### config.mk
export PLATFORM = sky130hd
export DESIGN_NAME = lynx_tap_loader_flat
export DESIGN_NICKNAME = d
export VERILOG_FILES = /design/src/rtl/lynx_tap_loader_if.sv /design/src/rtl/lynx_tap_loader.sv /design/src/flat_wrapper.sv
export SDC_FILE = /design/constraint.sdc
export NUM_CORES = 1
export LEC_CHECK = 0
export CELL_PAD_IN_SITES_DETAIL_PLACEMENT = 0
export CELL_PAD_IN_SITES_GLOBAL_PLACEMENT = 1
export CORE_MARGIN = 2
export CORE_UTILIZATION = 40
export CTS_CLUSTER_SIZE = 25
export DETAILED_ROUTE_END_ITERATION = 8
export PLACE_DENSITY_LB_ADDON = 0.1
export SETUP_SLACK_MARGIN = 0.5
export SLEW_MARGIN = 30
export SYNTH_ARGS = -nofsm -noshare
export SYNTH_HDL_FRONTEND = slang
export SYNTH_SLANG_ARGS = --single-unit
### constraint.sdc
create_clock -name clock -period 2.4 [get_ports clock]
set_input_delay 0.48 -clock clock [delete_from_list [all_inputs] [get_ports clock]]
set_output_delay 0.48 -clock clock [all_outputs]
set_load 0.01 [all_outputs]
### src/rtl/lynx_tap_loader_if.sv
// Download-bus and RAM-port bundle for the Lynx .TAP loader.
// The master side feeds ioctl bytes and observes the tape write port.
interface lynx_tap_loader_if;
    logic        ioctl_download;
    logic        ioctl_wr;
    logic [24:0] ioctl_addr;
    logic [7:0]  ioctl_dout;
    logic [15:0] tape_addr;
    logic        tape_wr;
    logic [7:0]  tape_dout;
    logic        tape_complete;
    logic        tape_error;

    modport master (
        output ioctl_download, ioctl_wr, ioctl_addr, ioctl_dout,
        input  tape_addr, tape_wr, tape_dout, tape_complete, tape_error
    );

    modport slave (
        input  ioctl_download, ioctl_wr, ioctl_addr, ioctl_dout,
        output tape_addr, tape_wr, tape_dout, tape_complete, tape_error
    );
endinterface

### src/rtl/lynx_tap_loader.sv
// Parses a streamed Lynx machine-code .TAP image, writes its payload into RAM
// and reports the execution address with a one-cycle completion pulse.
module lynx_tap_loader #(
    parameter int         NAME_MAX  = 16,
    parameter logic [7:0] TYPE_CHAR = 8'h4D
) (
    input logic              clock,
    input logic              reset,
    lynx_tap_loader_if.slave bus
);
    localparam int NCW = $clog2(NAME_MAX + 1);

    typedef enum logic [3:0] {
        IDLE, Q_OPEN, NAME, TYPE, LEN_L, LEN_H, LOAD_L, LOAD_H,
        DATA, EXEC_L, EXEC_H, WAIT_END, ERROR
    } state_t;

    state_t         state, state_n, cur;
    logic [NCW-1:0] name_cnt, name_cnt_n;
    logic [15:0]    len, len_n, load, load_n, exec_addr, exec_n, idx, idx_n;
    logic [15:0]    addr_r, addr_n;
    logic [7:0]     dout_r, dout_n;
    logic           wr_r, wr_n, cmp_r, cmp_n, err_r;
    logic           dl_d, rise, fall, wr_en, restart;
    logic [7:0]     b;

    assign rise    = bus.ioctl_download & ~dl_d;
    assign fall    = ~bus.ioctl_download & dl_d;
    // A strobe landing in the same cycle as the download fall is still consumed.
    assign wr_en   = bus.ioctl_wr & (bus.ioctl_download | fall);
    assign restart = rise | (wr_en & (bus.ioctl_addr == '0));
    assign b       = bus.ioctl_dout;

    always_ff @(posedge clock or negedge reset) begin
        if (!reset) begin
            state     <= IDLE;
            dl_d      <= 1'b0;
            name_cnt  <= '0;
            len       <= '0;
            load      <= '0;
            exec_addr <= '0;
            idx       <= '0;
            addr_r    <= '0;
            dout_r    <= '0;
            wr_r      <= 1'b0;
            cmp_r     <= 1'b0;
            err_r     <= 1'b0;
        end else begin
            state     <= state_n;
            dl_d      <= bus.ioctl_download;
            name_cnt  <= name_cnt_n;
            len       <= len_n;
            load      <= load_n;
            exec_addr <= exec_n;
            idx       <= idx_n;
            addr_r    <= addr_n;
            dout_r    <= dout_n;
            wr_r      <= wr_n;
            cmp_r     <= cmp_n;
            err_r     <= (state_n == ERROR);
        end
    end

    always_comb begin
        cur        = state;
        name_cnt_n = name_cnt;
        len_n      = len;
        load_n     = load;
        exec_n     = exec_addr;
        idx_n      = idx;
        addr_n     = addr_r;
        dout_n     = dout_r;
        wr_n       = 1'b0;
        cmp_n      = 1'b0;

        if (restart) begin
            cur        = Q_OPEN;
            name_cnt_n = '0;
            idx_n      = '0;
        end
        state_n = cur;

        if (wr_en) begin
            case (cur)
                Q_OPEN: state_n = (b == 8'h22) ? NAME : ERROR;
                NAME: begin
                    if (b == 8'h22)                       state_n = TYPE;
                    else if (name_cnt == NCW'(NAME_MAX))  state_n = ERROR;
                    else                                  name_cnt_n = name_cnt + NCW'(1);
                end
                TYPE:   state_n = (b == TYPE_CHAR) ? LEN_L : ERROR;
                LEN_L: begin len_n = {len[15:8], b};  state_n = LEN_H;  end
                LEN_H: begin len_n = {b, len[7:0]};   state_n = LOAD_L; end
                LOAD_L: begin load_n = {load[15:8], b}; state_n = LOAD_H; end
                LOAD_H: begin
                    load_n  = {b, load[7:0]};
                    idx_n   = '0;
                    state_n = (len == 16'd0) ? EXEC_L : DATA;
                end
                DATA: begin
                    wr_n   = 1'b1;
                    dout_n = b;
                    addr_n = load + idx;
                    idx_n  = idx + 16'd1;
                    if (idx == len - 16'd1) state_n = EXEC_L;
                end
                EXEC_L: begin exec_n = {exec_addr[15:8], b}; state_n = EXEC_H;   end
                EXEC_H: begin exec_n = {b, exec_addr[7:0]};  state_n = WAIT_END; end
                default: state_n = cur;
            endcase
        end

        // Evaluated after the byte so a final EXEC_H write still completes.
        if (fall) begin
            if (state_n == WAIT_END) begin
                state_n = IDLE;
                cmp_n   = 1'b1;
                addr_n  = exec_n;
            end else if (state_n != IDLE && state_n != ERROR) begin
                state_n = ERROR;
            end
        end
    end

    assign bus.tape_addr     = addr_r;
    assign bus.tape_wr       = wr_r;
    assign bus.tape_dout     = dout_r;
    assign bus.tape_complete = cmp_r;
    assign bus.tape_error    = err_r;
endmodule

### src/flat_wrapper.sv
// flat-port wrapper written by rule: the top's interface ports become plain ports
module lynx_tap_loader_flat 
#(
    parameter int         NAME_MAX  = 16,
    parameter logic [7:0] TYPE_CHAR = 8'h4D
)
  (clock, reset, bus_ioctl_download, bus_ioctl_wr, bus_ioctl_addr, bus_ioctl_dout, bus_tape_addr, bus_tape_wr, bus_tape_dout, bus_tape_complete, bus_tape_error);
  lynx_tap_loader_if bus_i ();
  input logic clock;
  input logic reset;
  input wire logic [$bits(bus_i.ioctl_download)-1:0] bus_ioctl_download;
  input wire logic [$bits(bus_i.ioctl_wr)-1:0] bus_ioctl_wr;
  input wire logic [$bits(bus_i.ioctl_addr)-1:0] bus_ioctl_addr;
  input wire logic [$bits(bus_i.ioctl_dout)-1:0] bus_ioctl_dout;
  output wire logic [$bits(bus_i.tape_addr)-1:0] bus_tape_addr;
  output wire logic [$bits(bus_i.tape_wr)-1:0] bus_tape_wr;
  output wire logic [$bits(bus_i.tape_dout)-1:0] bus_tape_dout;
  output wire logic [$bits(bus_i.tape_complete)-1:0] bus_tape_complete;
  output wire logic [$bits(bus_i.tape_error)-1:0] bus_tape_error;
  assign bus_i.ioctl_download = bus_ioctl_download;
  assign bus_i.ioctl_wr = bus_ioctl_wr;
  assign bus_i.ioctl_addr = bus_ioctl_addr;
  assign bus_i.ioctl_dout = bus_ioctl_dout;
  assign bus_tape_addr = bus_i.tape_addr;
  assign bus_tape_wr = bus_i.tape_wr;
  assign bus_tape_dout = bus_i.tape_dout;
  assign bus_tape_complete = bus_i.tape_complete;
  assign bus_tape_error = bus_i.tape_error;
  lynx_tap_loader #(.NAME_MAX(NAME_MAX), .TYPE_CHAR(TYPE_CHAR)) u_core (.clock(clock), .reset(reset), .bus(bus_i));
endmodule
==> impl_metrics.toml <==
[run_status]
status = "finished with violations"
violations = "setup timing"

[final_layout]
area_delta_synth_final_pct = 51.3
num_antenna_cells = 0
nNetsFinal = 873
fillers = 1160
regArea_um2 = 2530
multi_input_area_um2 = 3890
drive_above_1_share_pct = 38.9

[worst_setup_path]
required_ns = 2.64
path_buf_inv = 1
max_stage_delay_ns = 0.57
start_kind = "flip-flop"
cp-end-kind = "flip-flop"
worstPathCellList = "or4_4 -> nor4b_4 -> o21bai_1 -> a221oi_2 -> nand4_1 -> a21bo_1 -> buf_12 -> mux2_4"
path_max_fanout = 18
path_class = "reg2reg"
cp_top_family = "simple AND/OR/NAND/NOR gates"
crit_slowest_cell = "or4_4"
cp.arrival_ns = 2.98

[placement]
place_ws_ns = -0.809
place.gp.congestion = 0.898
portBuffers = 63
dp_hpwl_um = 13300

[synth]
ys_async_sr_fraction_pct = 100
yosysWarnings = 0
syn_area_per_cell_um2 = 9.64
ys_types = 80
synth_edf_count = 0
synth_flop_cell = "dfrtp_1"
netlist_area_um2 = 6010
ys_seq_area_share_pct = 42.1
syn_inst = 623
synth_seq_cells = 101
synth_fp_nets = 680

[clock_network]
cts_buffer_depth = 2
h-tree-depth = 3
clkSinkCount = 101
holdBufCountCts = 0
cts_root_buffer = "clkbuf_16"
numCtsBuffers = 9
clkSlewWorstSetupHoldPaths_ns = 0.07
clock_latency_ns = 0.35
cts_tree = "yes"

[pwr]
clock_power_share_pct = 21.1
p_leak_nw = 4.31
swShare_pct = 33.5
seqPwrFrac_pct = 33.9
p_per_area_nw_per_um2 = 765
p_int_mw = 4.62
ir_drop_mv = 0.489
pwr-share-comb_pct = 45.0
switching_power_mw = 2.33

[floorplanning]
rows = 44
ios = 64
die-area_um2 = 16000
dieWidth_um = 127
die_h_um = 127
start_util_pct = 41.2
core_um2 = 14600

[grt]
grt_usage_pct = 24.8
grt_max_degree = 39
grt_antenna_before_repair = 0
grt_pass1_wl_um = 31000
grt_pass1_vias = 5818
grt-ovfl-total = 0

[timing]
rsz0062_at_grt = "yes"
fin_crit_ns = 2.74
setup_ws_ns = -0.341
hold_slack_ns = 0.0979
worst_pin_slew_ns = 0.530
drv_slew = 0
finalCritPeriodShare_pct = 114
fmax_mhz = 365
hold_viol = 0
slew_headroom_pct = 64.7
setup_viol = 20
skew_ns = 0.00976

[route]
ant_nets = 0
totalWireLength_um = 19400
top_layer_used = "met4"
route.met3.wl_um = 802
drt_pass1_iterations = 4
drtIter0Drc = 309
drt-met1-wl_um = 8700
via_per_inst = 5.48
via_count = 5506
route.detailed.drc = 0
met2WireLength_um = 9390
wl_per_cell_um = 19.3

[run]
maxCapViolCount = 0

[worst_hold_path]
hold_path.class = "in2async"
cells in the mapped netlist, types with 8 or more instances:
cell	number	area, um2
nand2_1	113	424
dfrtp_1	101	2530
o21ai_0	59	295
mux2_2	40	450
nor2_1	27	101
xnor2_1	21	184
ha_1	19	238
clkbuf_1	18	67.6
inv_1	15	56.3
xor2_1	15	131
nor3_1	13	65.1
a21oi_1	11	55.1
nor4_1	11	68.8
a21o_1	10	75.1
and3_1	9	56.3
nand3_1	9	45.0
nand4_1	9	56.3
nand2b_1	8	50.1
path summary, 6_finish.rpt:
path,start,endpoint,slack (ns),cells after the start
setup / recovery,u_core.len[1]$_DFFE_PN0P_,u_core.bus.tape_addr[11]$_DFF_PN0_,-0.34,8
hold reg to reg,u_core.bus.tape_dout[6]$_DFFE_PN0P_,u_core.bus.tape_dout[6]$_DFFE_PN0P_,0.47,2
setup reg to reg,u_core.len[1]$_DFFE_PN0P_,u_core.bus.tape_addr[11]$_DFF_PN0_,-0.34,8
hold / removal,reset,u_core.bus.tape_dout[0]$_DFFE_PN0P_,0.1,1
max in group asynchronous,reset,u_core.load[1]$_DFFE_PN0P_,1.71,2
min in group clock,u_core.bus.tape_dout[6]$_DFFE_PN0P_,u_core.bus.tape_dout[6]$_DFFE_PN0P_,0.47,2
cell type report:
cell class / instances / share of cell area [%]
repair buffers: 209 / 22.8
inverters: 16 / 0.798
repair inverters: 1 / 0.179
clock buffers: 13 / 2.64
clock inverters: 3 / 0.509
flip-flops and latches: 101 / 27.8
multi-input cells: 478 / 42.8
well taps: 184 / 2.53
power by group through the flow:
stage / clock network (mW) / logic (mW) / registers (mW)
after floorplan: 0 / 1.51 / 2.42
after global placement: 0 / 2.66 / 2.35
after detailed placement: 0 / 2.70 / 2.37
after CTS: 1.50 / 2.99 / 2.35
after global routing: 1.57 / 3.37 / 2.40
final: 1.47 / 3.13 / 2.35
kinds of logic after synthesis:
kind of cell | synth area share (%)
and+or+nand+nor | 20.1
AOI/OAI and AO/OA | 14.2
DFF | 42.1
muxes | 9.66
buffers and inverters | 4.06
xor gates and xnor gates | 5.62
adders and majority gates | 4.29
per-stage QoR:
step	instances	cell area [um2]	util, %	TNS (ns)	power (mW)
CTS	998	8840	60.6	-5.34	6.84
global route	1005	9090	62.3	-7.44	7.34
finish	1005	9090	62.3	-6.01	6.95
global placement	952	7810	53.6	-28.34	5.01
detailed placement	952	7810	53.6	-31.93	5.08
floorplan	623	6290	-	-1.39	3.93
layout by cell type (no fill, tap or decap), types with 5 or more instances in the layout:
cell and n:
dlygate4sd2_1 7, nand4_1 9, clkdlybuf4s15_1 6, nand2_2 24
and3_1 9, inv_1 14, buf_8 6, xnor2_1 21
o21bai_1 5, buf_2 9, o21ai_2 17, a31oi_1 6
nor2_1 26, buf_12 14, o21ai_0 22, xor2_1 15
clkdlybuf4s50_1 32, nor2b_1 5, buf_4 97, nor3_4 5
nand2_1 83, nor3_1 9, clkbuf_16 9, nand2b_1 8
mux2_2 9, nor4_4 7, mux2_4 37, ha_1 16
a21o_1 10, dfrtp_1 101, nand3_1 9, o21ai_1 18
or3_1 5, nand2_4 6, buf_6 30, a21oi_1 9
repair_timing:
item                                    CTS  global route
endpoints found under the setup margin  100           100
setup buffers                            24             6
gates cloned                              6             1
pin swaps                                35            30
gates resized for setup                 214            49
routing by layer:
metal,vias up,track usage [%]
li1,2621,-
met1,2728,33.1
met2,123,41.1
met3,34,3.46
met4,0,9.11
met5,-,0
flip-flops by register name, summed over array words and instances, names as in the netlist:
signal,flops
u_core.bus.tape_error,1
u_core.bus.tape_complete,1
u_core.name_cnt,5
u_core.state,4
u_core.idx,16
u_core.bus.tape_wr,1
u_core.exec_addr,16
u_core.bus.tape_addr,16
u_core.dl_d,1
u_core.load,16
u_core.len,16
u_core.bus.tape_dout,8
(Power assumes the default switching activity.)
